===== src/rtl/snn_inference_ctrl.sv =====
// Sequences one SNN inference: loader trigger, layer-1 then layer-2 MAC passes with running weight addresses.
// Latency: N_HID*(N_IN+ROM_LAT+1) + N_OUT*(N_HID+ROM_LAT+1) + 3 cycles after load_ready; no backpressure, start ignored while busy.
// SNN_CTRL_WDOG_EN adds a LOAD_TIMEOUT watchdog on the loader wait (err pulse, back to IDLE).
module snn_inference_ctrl #(
   parameter int N_IN         = 784,
   parameter int N_HID        = 32,
   parameter int N_OUT        = 10,
   parameter int ROM_LAT      = 1,
   parameter int LOAD_TIMEOUT = 2048
) (
   input  logic        clk,
   input  logic        rst_n,
   input  logic        start,
   output logic        load_trigger,
   input  logic        load_ready,
   output logic [9:0]  in_addr,
   output logic [14:0] w1_addr,
   output logic [4:0]  hid_addr,
   output logic [8:0]  w2_addr,
   output logic        mac_sel,
   output logic        mac_en,
   output logic        mac_clr,
   output logic        hid_we,
   output logic [4:0]  hid_waddr,
   output logic        out_we,
   output logic [3:0]  out_waddr,
   output logic        busy,
   output logic        done,
   output logic        err
);
   typedef enum logic [3:0] {
      IDLE, LOAD, L1_CLR, L1_ISSUE, L1_DRAIN, L1_WR,
      L2_CLR, L2_ISSUE, L2_DRAIN, L2_WR, DONE
   } state_t;

   localparam int DW = (ROM_LAT > 1) ? $clog2(ROM_LAT) : 1;
   localparam logic [9:0]    I_LAST = 10'(N_IN - 1);
   localparam logic [4:0]    N_LAST = 5'(N_HID - 1);
   localparam logic [4:0]    J_LAST = 5'(N_HID - 1);
   localparam logic [3:0]    K_LAST = 4'(N_OUT - 1);
   localparam logic [DW-1:0] D_LAST = DW'(ROM_LAT - 1);

   state_t              state_q, state_d;
   logic [9:0]          i_q, i_d;
   logic [4:0]          n_q, n_d;
   logic [14:0]         w1_q, w1_d;
   logic [4:0]          j_q, j_d;
   logic [3:0]          k_q, k_d;
   logic [8:0]          w2_q, w2_d;
   logic [DW-1:0]       d_q, d_d;
   logic [ROM_LAT-1:0]  sr_q, sr_d;
   logic                sel_q, sel_d;
   logic                issue;

`ifdef SNN_CTRL_WDOG_EN
   localparam int WW = (LOAD_TIMEOUT > 1) ? $clog2(LOAD_TIMEOUT) : 1;
   localparam logic [WW-1:0] WD_LAST = WW'(LOAD_TIMEOUT - 1);
   logic [WW-1:0] wd_q, wd_d;
   logic          wd_err;
`endif

   always_ff @(posedge clk or negedge rst_n) begin
      if (!rst_n) begin
         state_q <= IDLE;
         i_q     <= '0;
         n_q     <= '0;
         w1_q    <= '0;
         j_q     <= '0;
         k_q     <= '0;
         w2_q    <= '0;
         d_q     <= '0;
         sr_q    <= '0;
         sel_q   <= 1'b0;
`ifdef SNN_CTRL_WDOG_EN
         wd_q    <= '0;
`endif
      end else begin
         state_q <= state_d;
         i_q     <= i_d;
         n_q     <= n_d;
         w1_q    <= w1_d;
         j_q     <= j_d;
         k_q     <= k_d;
         w2_q    <= w2_d;
         d_q     <= d_d;
         sr_q    <= sr_d;
         sel_q   <= sel_d;
`ifdef SNN_CTRL_WDOG_EN
         wd_q    <= wd_d;
`endif
      end
   end

   always_comb begin
      state_d      = state_q;
      i_d          = i_q;
      n_d          = n_q;
      w1_d         = w1_q;
      j_d          = j_q;
      k_d          = k_q;
      w2_d         = w2_q;
      d_d          = d_q;
      sel_d        = sel_q;
      issue        = 1'b0;
      load_trigger = 1'b0;
      mac_clr      = 1'b0;
      hid_we       = 1'b0;
      out_we       = 1'b0;
      done         = 1'b0;
`ifdef SNN_CTRL_WDOG_EN
      wd_d         = '0;
      wd_err       = 1'b0;
`endif
      case (state_q)
         IDLE: begin
            if (start) begin
               load_trigger = 1'b1;
               state_d      = LOAD;
            end
         end
         LOAD: begin
            if (load_ready) begin
               state_d = L1_CLR;
`ifdef SNN_CTRL_WDOG_EN
            end else if (wd_q == WD_LAST) begin
               wd_err  = 1'b1;
               state_d = IDLE;
            end else begin
               wd_d = wd_q + 1'b1;
`endif
            end
         end
         L1_CLR: begin
            mac_clr = 1'b1;
            sel_d   = 1'b0;
            i_d     = '0;
            n_d     = '0;
            w1_d    = '0;
            state_d = L1_ISSUE;
         end
         L1_ISSUE: begin
            issue = 1'b1;
            if (i_q == I_LAST) begin
               d_d     = '0;
               state_d = L1_DRAIN;
            end else begin
               i_d  = i_q + 10'd1;
               w1_d = w1_q + 15'd1;
            end
         end
         L1_DRAIN: begin
            if (d_q == D_LAST) state_d = L1_WR;
            else               d_d     = d_q + 1'b1;
         end
         L1_WR: begin
            hid_we  = 1'b1;
            mac_clr = 1'b1;
            if (n_q == N_LAST) begin
               state_d = L2_CLR;
            end else begin
               n_d     = n_q + 5'd1;
               i_d     = '0;
               w1_d    = w1_q + 15'd1;
               state_d = L1_ISSUE;
            end
         end
         L2_CLR: begin
            mac_clr = 1'b1;
            sel_d   = 1'b1;
            j_d     = '0;
            k_d     = '0;
            w2_d    = '0;
            state_d = L2_ISSUE;
         end
         L2_ISSUE: begin
            issue = 1'b1;
            if (j_q == J_LAST) begin
               d_d     = '0;
               state_d = L2_DRAIN;
            end else begin
               j_d  = j_q + 5'd1;
               w2_d = w2_q + 9'd1;
            end
         end
         L2_DRAIN: begin
            if (d_q == D_LAST) state_d = L2_WR;
            else               d_d     = d_q + 1'b1;
         end
         L2_WR: begin
            out_we  = 1'b1;
            mac_clr = 1'b1;
            if (k_q == K_LAST) begin
               state_d = DONE;
            end else begin
               k_d     = k_q + 4'd1;
               j_d     = '0;
               w2_d    = w2_q + 9'd1;
               state_d = L2_ISSUE;
            end
         end
         DONE: begin
            done    = 1'b1;
            state_d = IDLE;
         end
         default: state_d = IDLE;
      endcase
   end

   // mac_en trails the issue flag by the ROM read latency
   always_comb begin
      sr_d    = '0;
      sr_d[0] = issue;
      for (int b = 1; b < ROM_LAT; b++) sr_d[b] = sr_q[b-1];
   end

   assign in_addr   = i_q;
   assign w1_addr   = w1_q;
   assign hid_addr  = j_q;
   assign w2_addr   = w2_q;
   assign hid_waddr = n_q;
   assign out_waddr = k_q;
   assign mac_sel   = sel_q;
   assign mac_en    = sr_q[ROM_LAT-1];
   assign busy      = (state_q != IDLE);

`ifdef SNN_CTRL_WDOG_EN
   assign err = wd_err;
`else
   logic unused_cfg;
   assign unused_cfg = ^LOAD_TIMEOUT;
   assign err = 1'b0;
`endif
endmodule


===== config.mk =====
export PLATFORM = sky130hd
export DESIGN_NAME = snn_inference_ctrl
export DESIGN_NICKNAME = d
export VERILOG_FILES = /design/src/rtl/snn_inference_ctrl.sv
export SDC_FILE = /design/constraint.sdc
export NUM_CORES = 1
export LEC_CHECK = 0
export ABC_AREA = 0
export ABC_CLOCK_PERIOD_IN_PS = 3700
export CORE_MARGIN = 4
export CORE_UTILIZATION = 55
export CTS_BUF_LIST = sky130_fd_sc_hd__clkbuf_16
export CTS_CLUSTER_SIZE = 28
export DETAILED_ROUTE_END_ITERATION = 8
export GPL_TIMING_DRIVEN = 0
export PLACE_DENSITY = 0.95
export SLEW_MARGIN = 20
export SYNTH_ARGS = -nofsm -noshare
export SYNTH_HDL_FRONTEND = slang
export SYNTH_SLANG_ARGS = --single-unit

===== constraint.sdc =====
create_clock -name clk -period 3.7 [get_ports clk]
set_input_delay 0.925 -clock clk [delete_from_list [all_inputs] [get_ports clk]]
set_output_delay 0.925 -clock clk [all_outputs]
set_load 0.03 [all_outputs]

==> impl_results.rst <==
.. list-table::
   :header-rows: 1

   * - Metric
     - Value
   * - Post-Place Setup Slack
     - 0.527 ns
   * - Synthesis-to-finish area growth
     - 27.6%
   * - Synth Area per Inst
     - between 9 and 10 um2
   * - Remaining design rule violation count
     - 0
   * - Gr ovfl total
     - 0
   * - Max-cap viol count
     - 0
   * - Post-route antenna net violation count
     - 0
   * - Hold Vio Cnt, Final
     - 0
   * - Most numerous cell in the Yosys netlist
     - sky130_fd_sc_hd__dfrtp_1
   * - Yosys warning count
     - 0
   * - Number of cells on the worst hold path
     - 2
   * - Share of final-layout standard cells stronger than drive strength 1
     - 0.0494
   * - Slew Limit Fails
     - 0
   * - Via count of the first global-routing pass
     - about 2600
   * - Asr flop ratio synth
     - 1.00
   * - Routability congestion estimate
     - ~0.90
   * - Hold Buf Count CTS
     - 0
   * - TritonCTS clock tree
     - done
   * - Wire length of the first global-routing pass
     - about 12000 um
   * - Minimum clock period
     - 3.49 ns
   * - Insertion delay to the later sink of the worst-skew pair
     - approximately 0.29 ns
   * - RSZ-0062 raised after global routing
     - false
   * - Post-synthesis cell area
     - around 3000 um2
   * - Fmax achieved
     - between 200 and 300 MHz
   * - Relative max-transition margin
     - 0.555
   * - Height of the die
     - between 80 and 90 um
   * - Net count after synthesis
     - 331
   * - Global router's overall resource usage
     - 0.231
   * - Post-synth top flop
     - sky130_fd_sc_hd__dfrtp_1
   * - Std-Cell Rows
     - 26
   * - Top cells by area, synth
     - sky130_fd_sc_hd__dfrtp_1 (46%), sky130_fd_sc_hd__xor2_1 (5.0%), sky130_fd_sc_hd__o21ai_0 (4.6%)
   * - Peak supply drop
     - ~0.18 mV
   * - Number of instances resized during post-cts repair
     - 0
   * - Share of the clock period used by the worst path
     - 0.943
   * - Hpwl dp
     - between 5000 and 6000 um
   * - Startpoint types
     - flip-flop
   * - Average routed wire per standard cell
     - about 16 um
   * - Status
     - finished, final reports clean
   * - Element type at the critical path end
     - output port
   * - Final setup TNS
     - 0 ns
   * - Total vias in the final route
     - around 2700
   * - Number of distinct standard cells referenced by the synthesized netlist
     - between 40 and 50
   * - Number of flops mapped to enable cells by yosys
     - 0
   * - Placed Cells incl. Taps
     - approximately 450
   * - Iteration-0 DRC Markers
     - between 200 and 300
   * - Tightest Pin Transition
     - around 0.67 ns
   * - Number of clock sinks
     - 54
   * - Biggest fanout along the worst timing path
     - 10
   * - Layout Nets
     - a little under 400
   * - TritonCTS buffer count
     - 5
   * - Initial Util
     - 0.574
   * - Clock-pin slew reported for the worst setup and hold paths after clock tree synthesis
     - roughly 0.07 ns
   * - Number of search-and-repair iterations in the first detailed-routing pass
     - 5
   * - Total power divided by cell area
     - around 280 nW/um2
   * - Core Area
     - just over 5000 um2
   * - Final Worst Setup Slack
     - between 0.2 and 0.25 ns
   * - Worst hold-check path type
     - reg2reg
   * - Largest net degree at the start of global routing
     - 55
   * - Ant diodes
     - 0
   * - Final routed wirelength across all metal layers
     - between 7000 and 8000 um
   * - Data required time at the worst endpoint
     - approximately 2.8 ns
   * - H-tree Lvls
     - 2
   * - Critical Path AT
     - around 2.6 ns
   * - Leakage power total
     - roughly 1.6 nW
   * - Commonest cells in the synthesized netlist
     - sky130_fd_sc_hd__dfrtp_1 (54), sky130_fd_sc_hd__nand2_1 (28), sky130_fd_sc_hd__nor2_1 (27), sky130_fd_sc_hd__o21ai_0 (27)
   * - Gate count after technology mapping
     - 318
   * - Antenna violations before repair
     - 0
   * - Share of synthesized area occupied by flip-flops and latches
     - 0.458
   * - Clock root buffer
     - sky130_fd_sc_hd__clkbuf_16
   * - Share of the synthesized area in the top cell type
     - 0.458
   * - Kind of critical path
     - reg2out
   * - Worst reg2reg path depth
     - 9
   * - Cell type with the largest total area after synthesis
     - sky130_fd_sc_hd__dfrtp_1
   * - Number of top-level pins
     - a little over 60
   * - Worst clock skew
     - between 0.003 and 0.004 ns
   * - Overall die area
     - between 6000 and 7000 um2
   * - Setup-violating endpoint count in the final report
     - 0
   * - Number of setup buffers added after CTS
     - 0
   * - Ratio of routed vias to standard cells
     - roughly 6.0
   * - Width of the die
     - roughly 80 um
   * - Max clock buf depth
     - 2
   * - Final standard cell count with taps included and fillers excluded
     - ~460
   * - Post-synthesis sequential element count
     - 54
   * - Port Buf Inserts
     - between 50 and 60
==> cell usage in the layout, fill, tap and decap left out, types with 2 or more instances in the layout <==
cell type,instances
sky130_fd_sc_hd__xor2_1,17
sky130_fd_sc_hd__nor2_1,27
sky130_fd_sc_hd__buf_4,2
sky130_fd_sc_hd__buf_6,2
sky130_fd_sc_hd__a21oi_1,18
sky130_fd_sc_hd__or3_1,10
sky130_fd_sc_hd__nor2b_1,6
sky130_fd_sc_hd__a21oi_4,2
sky130_fd_sc_hd__nand2_1,28
sky130_fd_sc_hd__and3_1,8
sky130_fd_sc_hd__inv_1,11
sky130_fd_sc_hd__nand4_1,13
sky130_fd_sc_hd__dfrtp_1,54
sky130_fd_sc_hd__o22ai_1,2
sky130_fd_sc_hd__or4_1,5
sky130_fd_sc_hd__xnor2_1,4
sky130_fd_sc_hd__nor3_1,5
sky130_fd_sc_hd__buf_2,2
sky130_fd_sc_hd__o21ai_0,27
sky130_fd_sc_hd__and4bb_2,2
sky130_fd_sc_hd__ha_1,9
sky130_fd_sc_hd__a32o_1,2
sky130_fd_sc_hd__a22o_1,2
sky130_fd_sc_hd__a32oi_1,2
sky130_fd_sc_hd__o31ai_1,5
sky130_fd_sc_hd__nand2b_1,6
sky130_fd_sc_hd__clkbuf_1,9
sky130_fd_sc_hd__mux2i_1,2
sky130_fd_sc_hd__clkdlybuf4s50_1,58
sky130_fd_sc_hd__clkbuf_16,5
sky130_fd_sc_hd__nand3b_1,3
sky130_fd_sc_hd__nand3_1,18
==> layer usage <==
layer	wire length [um]	vias to the layer above	global-route usage
li1	-	1287	-
met1	3010	1296	0.294
met2	3560	127	0.403
met3	486	12	0.0410
met4	79	0	0.0676
met5	0	-	0
==> path summary, 6_finish.rpt <==
check                              from          end  slack [ns]
max in group asynchronous         rst_n   w2_addr[5]        2.59
min reg2reg                     mac_sel      mac_sel        0.52
min in group asynchronous         rst_n   w1_addr[7]        0.67
max                          state_q[3]      mac_clr        0.21
min                             mac_sel      mac_sel        0.52
max reg2reg                hid_waddr[0]  w1_addr[13]        0.82
==> layout make-up <==
cell class | instances | area (um2)
plain buffers | 15 | 77.6
clock buffers | 5 | 125
clock inverters | 3 | 12.5
fillers | 398 | 1380
inverters | 10 | 37.5
multi-input cells | 239 | 1490
flip-flops and latches | 54 | 1350
well taps | 70 | 87.6
repair buffers | 59 | 588
==> metrics by stage <==
step	instance area [um2]	total power, mW	utilization	hold WS, ns
final	3760	1.05	0.732	0.519
after global routing	3760	1.09	0.732	0.562
after CTS	3760	1.06	0.732	0.521
after detailed placement	3630	0.619	0.706	0.500
after global placement	3630	0.619	0.706	0.501
after floorplan	2950	0.604	-	0.629
==> critical path, cell delays in order (launching register included) <==
cell and delay (ns):
sky130_fd_sc_hd__dfrtp_1 0.46, sky130_fd_sc_hd__buf_2 0.25, sky130_fd_sc_hd__clkbuf_1 0.35, sky130_fd_sc_hd__nand2_1 0.17, sky130_fd_sc_hd__a21o_1 0.19, sky130_fd_sc_hd__o22ai_1 0.15, sky130_fd_sc_hd__clkdlybuf4s50_1 0.70
==> logic make-up after synthesis <==
kind of cell / Yosys count / synth area share
adders and majority gates: 9 / 0.0382
other: 1 / 0.00127
AOI/OAI and AO/OA: 68 / 0.145
DFF: 54 / 0.458
and+or+nand+nor: 137 / 0.246
muxes: 3 / 0.0106
buffers and inverters: 25 / 0.0390
xor gates and xnor gates: 21 / 0.0623
==> power by group <==
part           internal, mW  total, mW  switching [mW]
logic               0.00353     0.0168          0.0133
registers             0.590      0.590               0
clock network         0.245      0.446           0.201
==> registers in the layout (all words and copies together) (netlist names) <==
| register | cells |
|---|---|
| in_addr | 10 |
| state_q | 4 |
| mac_en | 1 |
| mac_sel | 1 |
| hid_waddr | 5 |
| hid_addr | 5 |
| w2_addr | 9 |
| out_waddr | 4 |
| w1_addr | 15 |
No activity file was read; power rests on OpenSTA's default activity.
